File: config.mk
export PLATFORM = sky130hd
export DESIGN_NAME = button_stimulus_gen
export DESIGN_NICKNAME = d
export VERILOG_FILES = /design/src/rtl/button_stimulus_gen.sv
export SDC_FILE = /design/constraint.sdc
export NUM_CORES = 1
export LEC_CHECK = 0
export BUFFER_PORTS_ARGS = -buffer_cell sky130_fd_sc_hd__buf_2
export CAP_MARGIN = 15
export CORE_UTILIZATION = 45
export CTS_CLUSTER_DIAMETER = 100
export DETAILED_ROUTE_END_ITERATION = 7
export PLACE_DENSITY = 0.71
export SLEW_MARGIN = 5
export SYNTH_ARGS = -nofsm -noshare
export SYNTH_HDL_FRONTEND = slang
export SYNTH_SLANG_ARGS = --single-unit
File: constraint.sdc
create_clock -name clk_1khz_i -period 2.8 [get_ports clk_1khz_i]
set_input_delay 0.56 -clock clk_1khz_i [delete_from_list [all_inputs] [get_ports clk_1khz_i]]
set_output_delay 0.56 -clock clk_1khz_i [all_outputs]
set_load 0.005 [all_outputs]
File: src/rtl/button_stimulus_gen.sv
// Emulated pushbutton: turns short/long press requests into a raw,
// optionally bouncing button waveform followed by a release gap.
`timescale 1ns/1ps
module button_stimulus_gen #(
  parameter int unsigned SHORT_MS  = 30,
  parameter int unsigned LONG_MS   = 1600,
  parameter int unsigned GAP_MS    = 500,
  parameter bit          BOUNCE_EN = 1'b1
) (
  input  logic       clk_1khz_i,
  input  logic       rst_i,
  input  logic       req_valid_i,
  input  logic       req_long_i,
  output logic       req_ready_o,
  input  logic       abort_i,
  output logic       button_o,
  output logic       busy_o,
  output logic       done_o,
  output logic [7:0] press_cnt_o
);

  typedef enum logic [2:0] {
    S_IDLE,
    S_B_ON,
    S_HOLD,
    S_B_OFF,
    S_GAP
  } state_e;

  localparam logic [11:0] SHORT_LAST = 12'(SHORT_MS - 1);
  localparam logic [11:0] LONG_LAST  = 12'(LONG_MS - 1);
  localparam logic [11:0] GAP_LAST   = 12'(GAP_MS - 1);
  localparam logic [11:0] BNC_LAST   = 12'd4;

  // Bit i is the button level in bounce cycle i.
  localparam logic [7:0] ON_PAT  = 8'b0000_1001;
  localparam logic [7:0] OFF_PAT = 8'b0001_0100;

  state_e      state_q, state_d;
  logic [11:0] ph_q, ph_d;
  logic        long_q, long_d;
  logic [7:0]  cnt_q, cnt_d;
  logic        button_q, button_d;
  logic [11:0] hold_last;
  logic        abort_ok;

  assign hold_last = long_q ? LONG_LAST : SHORT_LAST;

  assign abort_ok = abort_i && (state_q == S_B_ON ||
                                state_q == S_HOLD ||
                                state_q == S_B_OFF);

  always_comb begin
    state_d = state_q;
    ph_d    = ph_q;
    long_d  = long_q;
    cnt_d   = cnt_q;
    if (abort_ok) begin
      state_d = S_GAP;
      ph_d    = '0;
    end else begin
      unique case (state_q)
        S_IDLE: begin
          if (req_valid_i) begin
            long_d  = req_long_i;
            ph_d    = '0;
            state_d = BOUNCE_EN ? S_B_ON : S_HOLD;
          end
        end
        S_B_ON: begin
          if (ph_q == BNC_LAST) begin
            state_d = S_HOLD;
            ph_d    = '0;
          end else begin
            ph_d = ph_q + 12'd1;
          end
        end
        S_HOLD: begin
          if (ph_q == hold_last) begin
            state_d = BOUNCE_EN ? S_B_OFF : S_GAP;
            ph_d    = '0;
          end else begin
            ph_d = ph_q + 12'd1;
          end
        end
        S_B_OFF: begin
          if (ph_q == BNC_LAST) begin
            state_d = S_GAP;
            ph_d    = '0;
          end else begin
            ph_d = ph_q + 12'd1;
          end
        end
        S_GAP: begin
          if (ph_q == GAP_LAST) begin
            state_d = S_IDLE;
            ph_d    = '0;
            cnt_d   = cnt_q + 8'd1;
          end else begin
            ph_d = ph_q + 12'd1;
          end
        end
        default: begin
          state_d = S_IDLE;
          ph_d    = '0;
        end
      endcase
    end
  end

  // Button level is registered from the next phase, so it lines up
  // with the state it belongs to.
  always_comb begin
    button_d = 1'b0;
    unique case (state_d)
      S_B_ON:  button_d = ON_PAT[ph_d[2:0]];
      S_HOLD:  button_d = 1'b1;
      S_B_OFF: button_d = OFF_PAT[ph_d[2:0]];
      default: button_d = 1'b0;
    endcase
  end

  always_ff @(posedge clk_1khz_i) begin
    if (rst_i) begin
      state_q  <= S_IDLE;
      ph_q     <= '0;
      long_q   <= 1'b0;
      cnt_q    <= '0;
      button_q <= 1'b0;
    end else begin
      state_q  <= state_d;
      ph_q     <= ph_d;
      long_q   <= long_d;
      cnt_q    <= cnt_d;
      button_q <= button_d;
    end
  end

  assign req_ready_o = (state_q == S_IDLE);
  assign busy_o      = (state_q != S_IDLE);
  assign done_o      = (state_q == S_GAP) && (ph_q == GAP_LAST);
  assign button_o    = button_q;
  assign press_cnt_o = cnt_q;

endmodule

==> flow_metrics.py, run 1 <==
metrics = {
    "status": {
        "status": "finished, violations left",
        "violations": "design-rule violations, negative setup slack",
    },
    "finish": {
        "final_area_mm2": 0.00167,
        "area_growth_pct": 23.4,
        "multi_input_area_um2": 855,
        "fin_nets": 210,
        "antennaDiodeCount": 0,
        "ff_latch_area_um2": 503,
        "drive_above_1_share_pct": 25.6,
        "nFillCells": 251,
    },
    "worst_setup_path": {
        "r2r_cells": 11,
        "rrSetupSlack_ps": -100,
        "cp-start-kind": "register",
        "critPathRequiredTime_ps": 3100,
        "cp-end-kind": "register",
        "crit_arrival_ps": 3200,
        "r2r-end": "button_o",
        "cp_max_fo": 4,
        "crit_type": "reg -> reg",
        "timing.rr.start": "ph_q[5]",
    },
    "sta": {
        "finalHoldViolCount": 0,
        "fin_hold_ws_ps": 448,
        "drv_slew": 0,
        "fin_crit_ps": 2900,
        "max_freq_mhz": 345,
        "finalClockSkew_ps": 13.4,
        "relSlewSlack_pct": 63.2,
        "setup_ws_ps": -103,
        "grt_setup_unrepaired": "yes",
        "tightest_slew_ps": 551,
        "min_period_over_period_pct": 104,
        "tns_ps": -103,
        "setup_violations": 1,
    },
    "power_and_ir_drop": {
        "p_per_area_mw_per_mm2": 406,
        "finalPower_mw": 0.678,
        "ir_drop_mv": 0.215,
        "p_leak_nw": 0.680,
    },
    "yosys": {
        "yosys.cell_types.count": 37,
        "ys_seq_area_share_pct": 37.0,
        "synth_warnings": 0,
        "synthCells": 166,
        "ys_ff_latch": 25,
        "syn_area_mm2": 0.00135,
        "synth_edf_count": 0,
        "ys_async_sr_fraction_pct": 0,
        "syn-mean-instance-area_um2": 8.14,
        "synth.largest_area_cell": "dfxtp_1",
        "ys.flop_type": "dfxtp_1",
        "synthTopCellsByArea": "dfxtp_1, nor2_1, xor2_1",
        "syn-num-nets": 176,
        "yosys.area.top_type_share_pct": 37.0,
    },
    "global_route": {
        "grt_max_degree": 16,
        "grt_antenna_before_repair": 0,
        "grt_pass1_vias": 1304,
        "grt_overflow": 0,
        "grt_pass1_wl_mm": 5.52,
        "grtUsageTotal_pct": 21.9,
    },
    "place": {
        "port_buffers": 16,
        "post_dp_cell_area_mm2": 0.00159,
        "gp_congestion": 0.941,
        "dp_slack_ps": -81.4,
        "dpl.hpwl_mm": 2.35,
    },
    "die": {
        "die_h_um": 56.8,
        "die_area_mm2": 0.00323,
        "start_util_pct": 48.2,
        "num_io_pins": 17,
        "core_area_mm2": 0.00281,
        "die_w_um": 56.8,
        "rows": 19,
    },
    "clock_tree": {
        "cts_tree": "yes",
        "htree_levels": 1,
        "cts.path.max_buffers": 2,
        "cts.sinks": 25,
        "postCtsSetupBuffers": 0,
        "path_clk_slew_ps": 150,
        "cts_buffers": 3,
        "root_buffer": "clkbuf_4",
        "worstSkewPairLatency_ps": 340,
    },
    "detailed_routing": {
        "wl_per_cell_um": 14.0,
        "detail_route.iter0.violations": 52,
        "finalWirelength_mm": 3.22,
        "drc": 2,
        "drtPass1Iterations": 6,
        "dr_total_vias": 1307,
        "postRouteAntennaNets": 0,
        "vias_per_cell": 5.68,
    },
    "hold_path": {
        "hold_path_end": "long_q",
        "min_from": "req_long_i",
        "holdPathStages": 3,
        "hold_class": "in -> reg",
    },
    "run": {
        "max_cap_violations": 0,
    },
}
==> power breakdown <==
| part | internal (mW) | switching (mW) |
|---|---|---|
| logic | 0.0627 | 0.0663 |
| clock network | 0.0549 | 0.121 |
| registers | 0.364 | 0.00899 |
==> sequential cells by signal (all words and copies together), names as in the netlist <==
register     count
press_cnt_o      8
button_o         1
state_q          3
long_q           1
ph_q            12
==> placed cells by master (no fill, tap or decap), types with 5 or more instances in the layout <==
cell     netlist  routed
a21oi_1        6       5
buf_2          1      16
buf_4          0      18
dfxtp_1       25      23
inv_1          7       7
nand2_1       13      13
nand3_1       11      11
nand4_1        7       7
nor2_1        30      30
xnor2_1        6       6
xor2_1        10      10
==> how the worst max path moves through the flow <==
stage | from | end | slack, ps | depth (start not counted)
after CTS | long_q | button_o | -140 | 11
after global placement | long_q | button_o | 20 | 11
after detailed placement | long_q | button_o | -80 | 11
after floorplan | ph_q[5] | button_o | 20 | 12
after global routing | long_q | button_o | -260 | 11
final | ph_q[5] | button_o | -100 | 11
==> cell type report <==
| type | instances | share of cell area [%] |
|---|---|---|
| multi-input combinational | 129 | 51.2 |
| clock buffer | 3 | 1.35 |
| sequential | 25 | 30.2 |
| clock inverter | 1 | 0.450 |
| timing repair buffer | 34 | 12.9 |
| tap | 31 | 2.33 |
| inverter | 7 | 1.58 |
==> worst max-delay path, cell delays in order, from the launching register on <==
cell	delay [ps]
dfxtp_2	350
or4_4	520
mux2i_2	180
a31oi_1	110
a221o_1	410
a22oi_2	230
or2_1	170
ha_4	220
a2111oi_4	280
a21oi_2	50
a2111o_1	280
nand3_1	60
==> cells by family after synthesis <==
group	synth area share [%]
mux	1.48
buf+inv	3.98
fa+ha+maj	4.63
simple gates	33.1
compound gates	9.35
xor+xnor	10.4
flops	37.0
==> metal layers <==
layer  routed length (µm)  up-vias  track usage (%)
li1                     -      647                -
met1                 1340      611             25.1
met2                 1660       39             39.3
met3                  141       10             3.00
met4                   77        0             11.1
met5                    0        -                0
==> cells in the mapped netlist (5+ instances only) <==
cell type and number:
nand2_1 13, nand3_1 11, a21oi_1 6, dfxtp_1 25, nor2_1 30, inv_1 7
xor2_1 10, xnor2_1 6, nand4_1 7, ha_1 5
==> through the flow <==
step | utilization (%) | instances
floorplan | - | 166
global placement | 56.7 | 226
detailed placement | 56.7 | 226
CTS | 58.0 | 230
global route | 59.5 | 230
finish | 59.5 | 230
==> timing repair <==
item                                    4_1_cts  5_1_grt
pin swaps                                     0        8
endpoints found under the setup margin        1        1
hold buffers                                  0        0
resized for setup                             1        7
No activity file was read; power rests on OpenSTA's default activity.
==> inputs of run 2 (changes only) <==
--- a/config.mk
+++ b/config.mk
@@ -5,13 +5,13 @@
 export SDC_FILE = /design/constraint.sdc
 export NUM_CORES = 1
 export LEC_CHECK = 0
+export ABC_AREA = 1
 export BUFFER_PORTS_ARGS = -buffer_cell sky130_fd_sc_hd__buf_2
-export CAP_MARGIN = 15
 export CORE_UTILIZATION = 45
 export CTS_CLUSTER_DIAMETER = 100
 export DETAILED_ROUTE_END_ITERATION = 7
-export PLACE_DENSITY = 0.71
-export SLEW_MARGIN = 5
+export PLACE_DENSITY = 0.7
+export SLEW_MARGIN = 30
 export SYNTH_ARGS = -nofsm -noshare
 export SYNTH_HDL_FRONTEND = slang
 export SYNTH_SLANG_ARGS = --single-unit
==> run 2 against run 1 <==
The flow now finishes without violations; area after synthesis is 25% higher; flip-flop and latch count stayed put; critical path depth is 2 higher; worst setup slack better by 600 ps; clock skew is 4.6 ps lower; fmax is 26% higher; hold slack better by 37 ps; register-to-register slack better by 600 ps; highest routed layer unchanged.
==> flow_metrics.py, run 2 <==
metrics = {
    "detailed_routing": {
        "vias_per_cell": 5.03,
        "drtPass1Iterations": 4,
        "dr_total_vias": 1634,
        "wl_per_cell_um": 11.4,
        "postRouteAntennaNets": 0,
        "drc": 0,
        "finalWirelength_mm": 3.71,
        "detail_route.iter0.violations": 76,
    },
    "worst_setup_path": {
        "r2r-end": "button_o",
        "cp_max_fo": 7,
        "startpoint": "ph_q[0]",
        "critPathTopFamily": "simple AND/OR/NAND/NOR gates",
        "cp-start-kind": "register",
        "rrSetupSlack_ps": 500,
        "cp-end-kind": "register",
        "timing.rr.start": "ph_q[0]",
        "critical_path.max_stage_delay_ps": 480,
        "critPathRequiredTime_ps": 3020,
        "crit_type": "reg -> reg",
        "crit_buf_inv": 0,
        "slowest_stage": "dfxtp_1",
        "crit_arrival_ps": 2520,
        "r2r_cells": 13,
        "path_cells": "ha_1 > nand3_1 > nor2_4 > nand2_4 > nand2_4 > nand3_2 > o211ai_2 > ha_1 > nor2_1 > nand3_1 > nand2_1 > nand2_1 > a21oi_1",
    },
    "clock_tree": {
        "cts_tree": "yes",
        "cts.sinks": 25,
        "cts_resized": 0,
        "worstSkewPairLatency_ps": 280,
        "root_buffer": "clkbuf_8",
        "cts.path.max_buffers": 2,
        "htree_levels": 1,
        "path_clk_slew_ps": 90,
        "postCtsSetupBuffers": 0,
        "cts_hold_buf": 0,
        "cts_buffers": 3,
    },
    "place": {
        "post_dp_cell_area_mm2": 0.00182,
        "gp_congestion": 0.904,
        "port_buffers": 16,
        "dpl.hpwl_mm": 2.95,
    },
    "global_route": {
        "grt_pass1_vias": 1478,
        "grt_overflow": 0,
        "grt_pass1_wl_mm": 6.52,
        "grt_max_degree": 16,
        "grt_antenna_before_repair": 0,
        "grtUsageTotal_pct": 20.5,
    },
    "hold_path": {
        "hold_path_end": "press_cnt_o[6]",
        "hold_class": "reg -> reg",
        "holdPathStages": 2,
        "min_from": "press_cnt_o[6]",
    },
    "finish": {
        "regMostFlops": "ph_q",
        "final_cell_mix": "nand2_1, inv_1, nor2_1",
        "area_growth_pct": 10.2,
        "layout_commonest_cell": "nand2_1",
        "fin_nets": 290,
        "drive_above_1_share_pct": 15.8,
        "fin_util_pct": 53.9,
        "nFillCells": 359,
        "final_area_mm2": 0.00187,
        "largest_reg_flops": 12,
        "antennaDiodeCount": 0,
    },
    "yosys": {
        "synthXorXnorAreaFrac_pct": 2.07,
        "synth_top_family_by_area": "simple AND/OR/NAND/NOR gates",
        "yosys.cell_types.count": 32,
        "ys_async_sr_fraction_pct": 0,
        "syn_area_mm2": 0.00170,
        "ys_ff_latch": 25,
        "yosys.area.top_type_share_pct": 29.5,
        "ys.flop_type": "dfxtp_1",
        "yosysMostFrequentCell": "nand2_1",
        "syn-num-nets": 272,
        "synth_warnings": 0,
        "synth.largest_area_cell": "dfxtp_1",
        "synth_edf_count": 0,
        "synthAdderAreaFrac_pct": 3.69,
        "ys_seq_area_share_pct": 29.5,
        "muxShareOfSynthArea_pct": 0,
        "synth-simple-area-share_pct": 43.1,
        "synthTopCellsByCount": "nand2_1, inv_1, nor2_1",
        "synth_compound_area_share_pct": 10.4,
        "synthCells": 262,
        "syn-mean-instance-area_um2": 6.47,
        "synthTopCellsByArea": "dfxtp_1, nand2_1, inv_1",
    },
    "sta": {
        "finalHoldViolCount": 0,
        "fin_hold_ws_ps": 486,
        "max_freq_mhz": 435,
        "setup_violations": 0,
        "tightest_slew_ps": 453,
        "finalClockSkew_ps": 8.84,
        "fin_crit_ps": 2300,
        "grt_setup_unrepaired": "no",
        "drv_slew": 0,
        "tns_ps": 0,
        "min_period_over_period_pct": 82.2,
        "relSlewSlack_pct": 69.7,
    },
    "power_and_ir_drop": {
        "p_per_area_mw_per_mm2": 393,
        "ir_drop_mv": 0.246,
        "p_leak_nw": 0.936,
    },
    "die": {
        "core_area_mm2": 0.00347,
        "num_io_pins": 17,
        "rows": 21,
        "die_h_um": 63.4,
        "start_util_pct": 48.9,
        "die_w_um": 63.4,
        "die_area_mm2": 0.00402,
    },
    "run": {
        "max_cap_violations": 0,
    },
    "status": {
        "status": "complete, no violations",
    },
}
## run 2: cell count changes after synthesis, moves of 4 or more
cell     change
nand2_1     +47
inv_1       +34
nand3_1     +13
xor2_1       -7
inv_2        +6
o21ai_0      +6
nor2_1       +5
o21ai_1      +5
xnor2_1      -5
nand2_2      +4
## run 2: through the flow
stage | worst slack (ps) | instances | total power, mW
2_1_floorplan | 744 | 262 | 0.484
3_3_place_gp | 600 | 321 | 0.518
3_5_place_dp | 535 | 321 | 0.519
4_1_cts | 496 | 325 | 0.744
5_1_grt | 264 | 325 | 0.775
6_report | 499 | 325 | 0.733
## run 2: how the worst max path moves through the flow
stage                          end  slack, ps  depth (start not counted)
after floorplan           button_o        740                         13
after global placement    button_o        600                         13
after detailed placement  button_o        540                         14
after CTS                   done_o        500                          6
after global routing      button_o        260                         16
final                     button_o        500                         13
## run 2: kinds of logic after synthesis
group           after synthesis
simple gates                148
buf+inv                      50
compound gates               30
flops                        25
fa+ha+maj                     5
xor+xnor                      4
## run 2: layout make-up
cell class | count | area (µm²) | share of cell area (%)
clock inverter | 1 | 7.51 | 0.402
clock buffer | 3 | 41.3 | 2.21
sequential | 25 | 500 | 26.8
tap | 46 | 57.6 | 3.08
inverter | 47 | 176 | 9.44
timing repair buffer | 16 | 80.1 | 4.29
multi-input combinational | 187 | 1000 | 53.8
## run 2: routing by layer
layer | wire (µm) | up-vias | track usage, % | part of all wire (%)
li1 | - | 864 | - | -
met1 | 1820 | 737 | 27.7 | 49
met2 | 1710 | 28 | 33.8 | 46
met3 | 125 | 5 | 2.17 | 3.4
met4 | 47 | 0 | 6.82 | 1.3
met5 | 0 | - | 0 | 0
## run 2: worst reg2reg max path, delay by kind of cell, from the launching register on
kind / cells / cell delay, ps
and+or+nand+nor: 9 / 900
AOI/OAI and AO/OA: 2 / 330
adders and majority gates: 2 / 520
DFF: 1 / 480
## run 2: power breakdown
part	internal (mW)	total, mW	switching (mW)
logic	0.0491	0.134	0.0852
clock network	0.101	0.222	0.121
registers	0.365	0.377	0.0122
total	0.515	0.733	0.218
